File: config.mk
export PLATFORM = sky130hd
export DESIGN_NAME = relm_i2c_master
export DESIGN_NICKNAME = d
export VERILOG_FILES = /design/src/rtl/relm_i2c_master.sv
export SDC_FILE = /design/constraint.sdc
export NUM_CORES = 1
export LEC_CHECK = 0
export ABC_AREA = 0
export CELL_PAD_IN_SITES_DETAIL_PLACEMENT = 0
export CELL_PAD_IN_SITES_GLOBAL_PLACEMENT = 1
export CORE_UTILIZATION = 36
export DETAILED_ROUTE_END_ITERATION = 8
export PLACE_DENSITY = 0.95
export SETUP_SLACK_MARGIN = 0.02
export SLEW_MARGIN = 25
export SYNTH_ARGS = -nofsm -noshare
export SYNTH_HDL_FRONTEND = slang
export SYNTH_SLANG_ARGS = --single-unit
File: constraint.sdc
create_clock -name clk -period 3.8 [get_ports clk]
set_clock_uncertainty 0.1 [all_clocks]
set_input_delay 0.38 -clock clk [delete_from_list [all_inputs] [get_ports clk]]
set_output_delay 0.38 -clock clk [all_outputs]
set_load 0.05 [all_outputs]
File: src/rtl/relm_i2c_master.sv
`default_nettype none
// ---------------------------------------------------------------------------
// relm_i2c_master : byte-level I2C master sequencer on RELM push/pop ports
// Rev 1.0
// ---------------------------------------------------------------------------
module relm_i2c_master #(
   parameter int WD  = 32,
   parameter int DIV = 125
) (
   input  logic          clk,
   input  logic          rst_in,
   input  logic [WD:0]   push_d,
   output logic          push_retry,
   input  logic [WD:0]   pop_d,
   output logic [WD:0]   pop_q,
   input  logic          scl_in,
   input  logic          sda_in,
   output logic          scl_out,
   output logic          sda_out
);

   typedef enum logic [1:0] {
      S_IDLE  = 2'd0,
      S_START = 2'd1,
      S_BIT   = 2'd2,
      S_STOP  = 2'd3
   } state_t;

   localparam logic [15:0] CNT_LAST = 16'(DIV - 1);

   state_t      state_q, state_d;
   logic [1:0]  phase_q, phase_d;
   logic [3:0]  bit_q, bit_d;
   logic [15:0] cnt_q, cnt_d;
   logic [7:0]  tx_q, tx_d;
   logic        stop_q, stop_d;
   logic        rd_q, rd_d;
   logic        mack_q, mack_d;
   logic        busy_q, busy_d;
   logic        done_q, done_d;
   logic        ack_err_q, ack_err_d;
   logic [7:0]  rx_q, rx_d;
   logic [7:0]  sh_q, sh_d;
   logic        nack_q, nack_d;
   logic        scl_q, scl_d;
   logic        sda_q, sda_d;
   logic [1:0]  scl_s_q;
   logic [1:0]  sda_s_q;

   logic        stretch;
   logic        adv;
   logic        finish;
   logic        bit_val;
   logic        unused_bits;

   assign unused_bits = ^{push_d[WD-1:12], pop_d[WD-1:0]};

   assign push_retry = busy_q;
   assign scl_out    = scl_q;
   assign sda_out    = sda_q;

   always_comb begin
      pop_q         = '0;
      pop_q[WD-1]   = busy_q;
      pop_q[WD-2]   = done_q;
      pop_q[8]      = ack_err_q;
      pop_q[7:0]    = rx_q;
   end

   always_ff @(posedge clk) begin
      if (rst_in) begin
         scl_s_q <= 2'b11;
         sda_s_q <= 2'b11;
      end else begin
         scl_s_q <= {scl_s_q[0], scl_in};
         sda_s_q <= {sda_s_q[0], sda_in};
      end
   end

   always_comb begin
      state_d   = state_q;
      phase_d   = phase_q;
      bit_d     = bit_q;
      cnt_d     = cnt_q;
      tx_d      = tx_q;
      stop_d    = stop_q;
      rd_d      = rd_q;
      mack_d    = mack_q;
      busy_d    = busy_q;
      done_d    = done_q;
      ack_err_d = ack_err_q;
      rx_d      = rx_q;
      sh_d      = sh_q;
      nack_d    = nack_q;
      scl_d     = scl_q;
      sda_d     = sda_q;
      finish    = 1'b0;
      bit_val   = 1'b1;

      // A slave holding SCL low while we release it freezes the phase timer
      stretch = scl_q && !scl_s_q[1];
      adv     = (cnt_q == CNT_LAST) && !stretch;

      if (pop_d[WD]) done_d = 1'b0;

      if (state_q == S_IDLE) begin
         if (push_d[WD] && !busy_q) begin
            tx_d      = push_d[7:0];
            stop_d    = push_d[9];
            rd_d      = push_d[10];
            mack_d    = push_d[11];
            busy_d    = 1'b1;
            done_d    = 1'b0;
            ack_err_d = 1'b0;
            nack_d    = 1'b0;
            state_d   = push_d[8] ? S_START : S_BIT;
            phase_d   = 2'd0;
            bit_d     = 4'd0;
            cnt_d     = 16'd0;
         end
      end else begin
         if (stretch || (cnt_q == CNT_LAST)) cnt_d = 16'd0;
         else                                cnt_d = cnt_q + 16'd1;

         if (adv) begin
            phase_d = phase_q + 2'd1;
            unique case (state_q)
               S_START: begin
                  if (phase_q == 2'd3) begin
                     state_d = S_BIT;
                     bit_d   = 4'd0;
                  end
               end
               S_BIT: begin
                  if (phase_q == 2'd2) begin
                     if (bit_q != 4'd8) sh_d   = {sh_q[6:0], sda_s_q[1]};
                     else if (!rd_q)    nack_d = sda_s_q[1];
                  end
                  if (phase_q == 2'd3) begin
                     if (bit_q != 4'd8)  bit_d   = bit_q + 4'd1;
                     else if (stop_q)    state_d = S_STOP;
                     else                finish  = 1'b1;
                  end
               end
               S_STOP: begin
                  if (phase_q == 2'd3) finish = 1'b1;
               end
               default: ;
            endcase
         end

         if (finish) begin
            state_d   = S_IDLE;
            busy_d    = 1'b0;
            done_d    = 1'b1;
            rx_d      = sh_q;
            ack_err_d = nack_q;
         end
      end

      if (bit_d == 4'd8) bit_val = rd_d ? mack_d : 1'b1;
      else               bit_val = rd_d ? 1'b1 : tx_d[~bit_d[2:0]];

      // Pin levels are registered: they follow the phase being entered
      unique case (state_d)
         S_START: begin
            scl_d = phase_d[0] ^ phase_d[1];
            sda_d = !phase_d[1];
         end
         S_BIT: begin
            scl_d = phase_d[1];
            sda_d = bit_val;
         end
         S_STOP: begin
            scl_d = |phase_d;
            sda_d = phase_d[1];
         end
         S_IDLE: begin
            if (finish && !stop_q) scl_d = 1'b0;
         end
         default: ;
      endcase
   end

   always_ff @(posedge clk) begin
      if (rst_in) begin
         state_q   <= S_IDLE;
         phase_q   <= 2'd0;
         bit_q     <= 4'd0;
         cnt_q     <= 16'd0;
         tx_q      <= 8'd0;
         stop_q    <= 1'b0;
         rd_q      <= 1'b0;
         mack_q    <= 1'b0;
         busy_q    <= 1'b0;
         done_q    <= 1'b0;
         ack_err_q <= 1'b0;
         rx_q      <= 8'd0;
         sh_q      <= 8'd0;
         nack_q    <= 1'b0;
         scl_q     <= 1'b1;
         sda_q     <= 1'b1;
      end else begin
         state_q   <= state_d;
         phase_q   <= phase_d;
         bit_q     <= bit_d;
         cnt_q     <= cnt_d;
         tx_q      <= tx_d;
         stop_q    <= stop_d;
         rd_q      <= rd_d;
         mack_q    <= mack_d;
         busy_q    <= busy_d;
         done_q    <= done_d;
         ack_err_q <= ack_err_d;
         rx_q      <= rx_d;
         sh_q      <= sh_d;
         nack_q    <= nack_d;
         scl_q     <= scl_d;
         sda_q     <= sda_d;
      end
   end

endmodule
`default_nettype wire

==> summary.txt, run 1 <==
Floorplanning
  • Die ar.: 9520 um^2
  • Die height: 97.6 um
  • Cell Rows: 34
  • Die X: 97.6 um
  • Core Region: 8760 um^2
  • Initial Utilization: 0.375
  • Total I/O pin count: 106

STA
  • Minimum hold slack: 0.313 ns
  • RSZ-0062 raised after global routing: no
  • Setup TNS: 0 ns
  • Finish-stage setup viols: 0
  • Final setup margin: 0.787 ns
  • Tmin final: 3.01 ns
  • Max-slew violations: 0
  • Slew @ Worst Pin: 0.666 ns
  • Fin crit share: 0.793
  • Hold Vio Cnt, Final: 0
  • Rel. slew slack: 0.553
  • Fmax: 332 MHz

GRT
  • Met1 usage: 0.198
  • Met3 Usage GRT: 0.0374
  • Vias in the first global route: 2638
  • Largest net degree at the start of global routing: 62
  • Initial antenna violation count: 0
  • Global-route wire length before repair: 12.2 mm
  • Global routing's busiest layer: met2
  • Grt ovf: 0
  • Met2 Use GR: 0.248
  • Total track usage: 0.155

Synthesis
  • Seq/Total Area, Yosys: 0.371
  • Mapped Avg Cell Area: 8.24 um^2
  • Mapped Cells: 399
  • Post-synth EDFFs: 0
  • Synth warnings: 0
  • Netlist Area Pre-Place: 3290 um^2
  • Synth Register Bits: 61
  • Yosys cell types: 55
  • Top FF cell, synth: dfxtp_1
  • Async SR Flop Fraction: 0

Hold path
  • Hold path depth: 1
  • Hold worst-path end: scl_s_q[1]
  • Min-delay worst type: reg -> reg
  • Worst Hold Launch: scl_s_q[0]

Routing
  • DRC: 0
  • Drt total wl: 7.11 mm
  • Mean routed wirelength per cell: 13.3 um
  • Post-route ant nets: 0
  • DR vias/cell: 5.27
  • First-pass DRT Iterations: 4
  • Initial DRC count: 176
  • Vias: 2812

Clock tree
  • Post-CTS Hold Buffers: 0
  • Clock H-tree levels: 3
  • Setup bufs post-CTS: 0
  • Clock Sinks: 61
  • Worst-path clk slew: 0.06 ns
  • TritonCTS clock tree: yes
  • Post-cts resize count: 0
  • Number of buffers created by CTS: 9
  • CTS Root Cell: clkbuf_8
  • Skew-Pair Late Insertion Delay: 0.34 ns
  • Clock buffer depth: 2

Flow run
  • Max Cap Viol: 0

Power
  • Total power: 1.91 mW
  • Lkg Pwr: 1.53 nW
  • Cell Pwr Density: 513 nW/um^2
  • Max VDD drop: 0.000318 V

Critical path
  • Startpoint types: flip-flop
  • Slowest CP cell: o31ai_2
  • Setup CP Type: reg -> reg
  • WP data arrival: 3.15 ns
  • CP Data Required Time: 3.93 ns
  • Critical path cell sequence: ha_1, nand4b_1, o31ai_2, a21oi_1, o311ai_0, nand2_1, o21ai_0, mux2i_1, a211o_1
  • Critical path's top delay family: compound AO/OA/AOI/OAI gates
  • Cells on worst reg2reg path: 9
  • Crit path buffers/inverters: 0
  • R2r endpoint: sda_out
  • CP endpoint kind: flip-flop
  • CP max stage delay: 0.45 ns
  • Crit Path Max Fanout: 8
  • Register-to-Register Setup Slack: 0.79 ns
  • Reg2reg start: state_q[1]

Final layout
  • Final Util: 0.426
  • Ant diodes: 0
  • Share of layout cells above drive strength 1: 0.0704
  • Fillers: 865
  • Post-route cell area: 3730 um^2
  • Area Overhead vs Synth: 13.5%
  • Fin nets: 504
  • Final cell count without fillers: 534

Place
  • Placed cell area: 3550 um^2
  • Place WS: 0.540 ns
  • Routability Congestion: 0.845
  • Detail Placement HPWL: 4.94 mm
  • PortBufs: 31
  • Dpl cells: 519

Run status
  • Outcome: finished, final reports clean
==> worst max-delay path by stage <==
stage,cells past startpoint,slack [ns],endpoint,startpoint
2_1_floorplan,12,1.28,sda_out,state_q[0]
3_3_place_gp,9,0.53,sda_out,push_d[32]
3_5_place_dp,9,0.54,sda_out,push_d[32]
4_1_cts,10,0.85,sda_out,state_q[0]
5_1_grt,10,0.49,sda_out,state_q[0]
6_report,9,0.79,sda_out,state_q[1]
==> cells by family after synthesis <==
kind of cell    synth area share
buf+inv                   0.0989
other cells              0.00114
fa+ha+maj                 0.0456
flops                      0.371
mux                       0.0761
compound gates             0.161
simple gates               0.246
==> metal layers <==
layer / share of wire / vias to the layer above
met5: 0 / -
met4: 0.017 / 0
met3: 0.042 / 11
met2: 0.46 / 64
met1: 0.48 / 1333
li1: - / 1404
==> Yosys cell counts, types with 5 or more instances <==
cell / n / area, um^2
inv_1: 12 / 45.0
nand4_1: 6 / 37.5
ha_1: 12 / 150
nor2_1: 59 / 221
buf_4: 26 / 195
clkbuf_1: 13 / 48.8
mux2i_1: 25 / 250
a21oi_1: 29 / 145
o21ai_0: 16 / 80.1
nor4_1: 5 / 31.3
nor3_1: 7 / 35.0
nand3_1: 9 / 45.0
dfxtp_1: 61 / 1220
nand2_1: 42 / 158
and3_1: 7 / 43.8
==> cells in the final DEF, fill, tap and decap left out, drive strengths merged, types with 6 or more instances in the layout <==
cell type | Yosys | final
dfxtp | 61 | 61
inv | 12 | 12
clkbuf | 13 | 10
nand2 | 42 | 42
mux2i | 25 | 25
nand3 | 9 | 9
ha | 12 | 12
nand4 | 6 | 6
a21oi | 29 | 29
nor4 | 6 | 6
and3 | 8 | 8
nor3 | 8 | 8
clkdlybuf4s50 | 0 | 30
conb | 1 | 22
nor2 | 59 | 59
o21ai | 19 | 19
==> worst reg2reg max path: stages, from the launching register on <==
cell and delay (ns):
dfxtp_1 0.44, ha_1 0.36, nand4b_1 0.27, o31ai_2 0.45, a21oi_1 0.08, o311ai_0 0.43, nand2_1 0.22, o21ai_0 0.21
mux2i_1 0.10, a211o_1 0.24
==> sequential cells by signal, summed over array words and instances, names as in the netlist <==
signal and cells:
ack_err_q 1, bit_q 4, cnt_q 16, done_q 1, mack_q 1, nack_q 1
phase_q 2, push_retry 1, rd_q 1, rx_q 8, scl_out 1, scl_s_q 2
sda_out 1, sda_s_q 2, sh_q 8, state_q 2, stop_q 1, tx_q 8
==> area by class of cell <==
cell class,instances,area (um^2),share of cell area
multi-input cells,304,1820,0.488
flip-flops and latches,61,1220,0.327
repair buffers,34,330,0.0885
well taps,108,135,0.0362
clock buffers,10,128,0.0342
clock inverters,5,52.6,0.0141
inverters,12,45.0,0.0121
==> report_power, final <==
group | leakage [nW] | internal (mW) | total, mW | switching (mW)
registers | 0.496 | 0.693 | 0.736 | 0.0433
clock network | 0.0919 | 0.296 | 0.543 | 0.247
logic | 0.942 | 0.203 | 0.635 | 0.432
total | 1.53 | 1.19 | 1.91 | 0.723
Power figures use the tool's default switching activity.
==> run 2, diff against run 1 <==
Settings changed: CORE_UTILIZATION 36 to 33, PLACE_DENSITY 0.95 to 0.91.
Clock period 3.8 ns to 3.1 ns, I/O delays scaled along.
==> run 2 against run 1 <==
  * Design area is 3.3% higher
  * Critical path depth is 3 higher
  * Wire length is 0.48% higher
  * Critical path type unchanged
  * Largest power group unchanged
==> summary.txt, run 2 (synthesis results as in run 1) <==
Run status
  • Outcome: finished, final reports clean

STA
  • Fin crit share: 0.887 (+0.0940)
  • Final setup margin: 0.350 ns (-0.436 ns)
  • Rel. slew slack: 0.586 (+0.0322)
  • Tmin final: 2.75 ns (-0.264 ns)
  • Finish-stage setup viols: 0 (unchanged)
  • Max-slew violations: 0 (unchanged)
  • Fmax: 364 MHz (+9.6%)
  • RSZ-0062 raised after global routing: no
  • Setup TNS: 0 ns (unchanged)
  • Hold Vio Cnt, Final: 0 (unchanged)
  • Slew @ Worst Pin: 0.620 ns (-0.0464 ns)

GRT
  • Vias in the first global route: 2585 (-2.0%)
  • Total track usage: 0.147 (-0.00758)
  • Global-route wire length before repair: 12.0 mm (-1.6%)
  • Largest net degree at the start of global routing: 62 (unchanged)
  • Grt ovf: 0 (unchanged)
  • Initial antenna violation count: 0 (unchanged)

Power
  • Clock power share: 0.319 (+0.035)
  • Cell Pwr Density: 645 nW/um^2 (+26%)
  • Switch share: 0.361 (-0.0167)
  • Psw: 897 uW (+24%)
  • Lkg Pwr: 1.57 nW (+2.8%)
  • Power share of the sequential group: 0.362 (-0.023)
  • Comb power frac: 0.319 (-0.013)
  • Int Power: 1.59 mW (+33%)
  • Max VDD drop: 0.000382 V (+20%)

Critical path
  • R2r endpoint: scl_out
  • Cells on worst reg2reg path: 12 (+3)
  • CP Data Required Time: 3.22 ns (-0.71 ns)
  • Register-to-Register Setup Slack: 0.35 ns (-0.44 ns)
  • CP endpoint kind: flip-flop
  • Crit Path Max Fanout: 9 (+1)
  • Setup CP Type: reg -> reg
  • Startpoint types: flip-flop
  • WP data arrival: 2.87 ns (-0.28 ns)
  • Reg2reg start: state_q[1]

Final layout
  • Share of layout cells above drive strength 1: 0.0855 (+0.0150)
  • Fillers: 1013 (+17%)
  • Post-route cell area: 3850 um^2 (+3.3%)
  • Fin nets: 510 (+1.2%)
  • Most frequent cells in the layout: dfxtp_1 (61), nor2_1 (59), nand2_1 (42), clkdlybuf4s50_1 (30), a21oi_1 (29)
  • Most common cell after layout, fill and taps aside: dfxtp_1
  • Ant diodes: 0 (unchanged)
  • Final Util: 0.396 (-0.0298)
  • Most flop-heavy register: cnt_q
  • Max reg flops: 16 (unchanged)
  • Final cell count without fillers: 566 (+6.0%)
  • Area Overhead vs Synth: 17.2%

Clock tree
  • Post-CTS Hold Buffers: 0 (unchanged)
  • CTS Root Cell: clkbuf_8
  • Clock Sinks: 61 (unchanged)
  • Clock H-tree levels: 3 (unchanged)
  • Skew-Pair Late Insertion Delay: 0.34 ns (about the same)
  • Setup bufs post-CTS: 0 (unchanged)
  • Post-cts resize count: 0 (unchanged)
  • Worst-path clk slew: 0.06 ns (about the same)
  • Clock buffer depth: 2 (unchanged)
  • Number of buffers created by CTS: 9 (unchanged)
  • TritonCTS clock tree: yes

Floorplanning
  • Cell Rows: 36 (+5.9%)
  • Die ar.: 10400 um^2 (+8.9%)
  • Die height: 102 um (+4.4%)
  • Die X: 102 um (+4.4%)
  • Core Region: 9730 um^2 (+11%)
  • Total I/O pin count: 106 (unchanged)
  • Initial Utilization: 0.338 (-0.0373)

Routing
  • WL met1: 3.27 mm (-3.7%)
  • Highest metal used: met4
  • Met3 WL: 372 um (+23%)
  • Vias: 2844 (+1.1%)
  • Initial DRC count: 212 (+20%)
  • First-pass DRT Iterations: 4 (unchanged)
  • DR vias/cell: 5.02 (-4.6%)
  • Metal2 WL: 3.40 mm (+3.3%)
  • Mean routed wirelength per cell: 12.6 um (-5.2%)
  • Drt total wl: 7.15 mm (+0.48%)
  • DRC: 0 (unchanged)
  • Post-route ant nets: 0 (unchanged)

Flow run
  • Max Cap Viol: 0 (unchanged)

Place
  • Placed cell area: 3630 um^2 (+2.1%)
  • Place WS: 0.284 ns (-0.255 ns)
  • Routability Congestion: 0.887 (+5.0%)
  • PortBufs: 31 (unchanged)
  • Detail Placement HPWL: 5.03 mm (+1.8%)
  • Dpl cells: 550 (+6.0%)

Hold path
  • Worst Hold Launch: scl_s_q[0]
  • Min-delay worst type: reg -> reg
  • Hold path depth: 1 (unchanged)
  • Hold worst-path end: scl_s_q[1]
run 2: cell count changes in the layout (fill, tap and decap cells not counted), sizes merged:
cell and change:
buf +6, bufinv +1, clkbuf +1, clkinv -2, clkinvlp +1
run 2: critical path: stages (launching register included):
cell      delay (ns)
dfxtp_1         0.41
inv_1           0.10
ha_1            0.20
inv_1           0.21
nor2_1          0.14
nor2_1          0.49
nor2_1          0.08
a21oi_1         0.29
ha_1            0.29
inv_1           0.05
mux2i_1         0.05
mux2i_1         0.15
nand2b_1        0.07
run 2: cell type report:
type | count | area (um^2) | area share
timing repair buffer | 40 | 375 | 0.0974
sequential | 61 | 1220 | 0.317
multi-input combinational | 304 | 1820 | 0.473
clock inverter | 5 | 83.8 | 0.0217
inverter | 12 | 45.0 | 0.0117
clock buffer | 11 | 141 | 0.0367
tap | 133 | 166 | 0.0432
run 2: worst max-delay path by stage:
stage | from | to | slack [ns] | depth (start not counted)
final | state_q[1] | scl_out | 0.35 | 12
after global routing | state_q[0] | sda_out | 0.07 | 10
after CTS | state_q[0] | sda_out | 0.30 | 10
after detailed placement | push_d[32] | scl_out | 0.28 | 12
after global placement | push_d[32] | scl_out | 0.27 | 12
after floorplan | state_q[0] | sda_out | 0.58 | 12
run 2: per-stage QoR:
step           hold slack (ns)  total power [mW]
2_1_floorplan            0.289              1.51
6_report                 0.315              2.49
3_5_place_dp             0.301              1.71
3_3_place_gp             0.295              1.70
5_1_grt                  0.337              2.63
4_1_cts                  0.320              2.51
run 2: routing by layer:
layer	global-route usage	up-vias
met4	0.0725	0
met2	0.235	72
met5	0	-
li1	-	1416
met1	0.184	1348
met3	0.0397	8
run 2: power groups by stage:
stage / clock network (mW) / logic, mW / registers, mW
4_1_cts: 0.811 / 0.795 / 0.902
3_3_place_gp: 0 / 0.780 / 0.917
6_report: 0.792 / 0.794 / 0.900
3_5_place_dp: 0 / 0.792 / 0.920
2_1_floorplan: 0 / 0.558 / 0.957
5_1_grt: 0.846 / 0.880 / 0.909
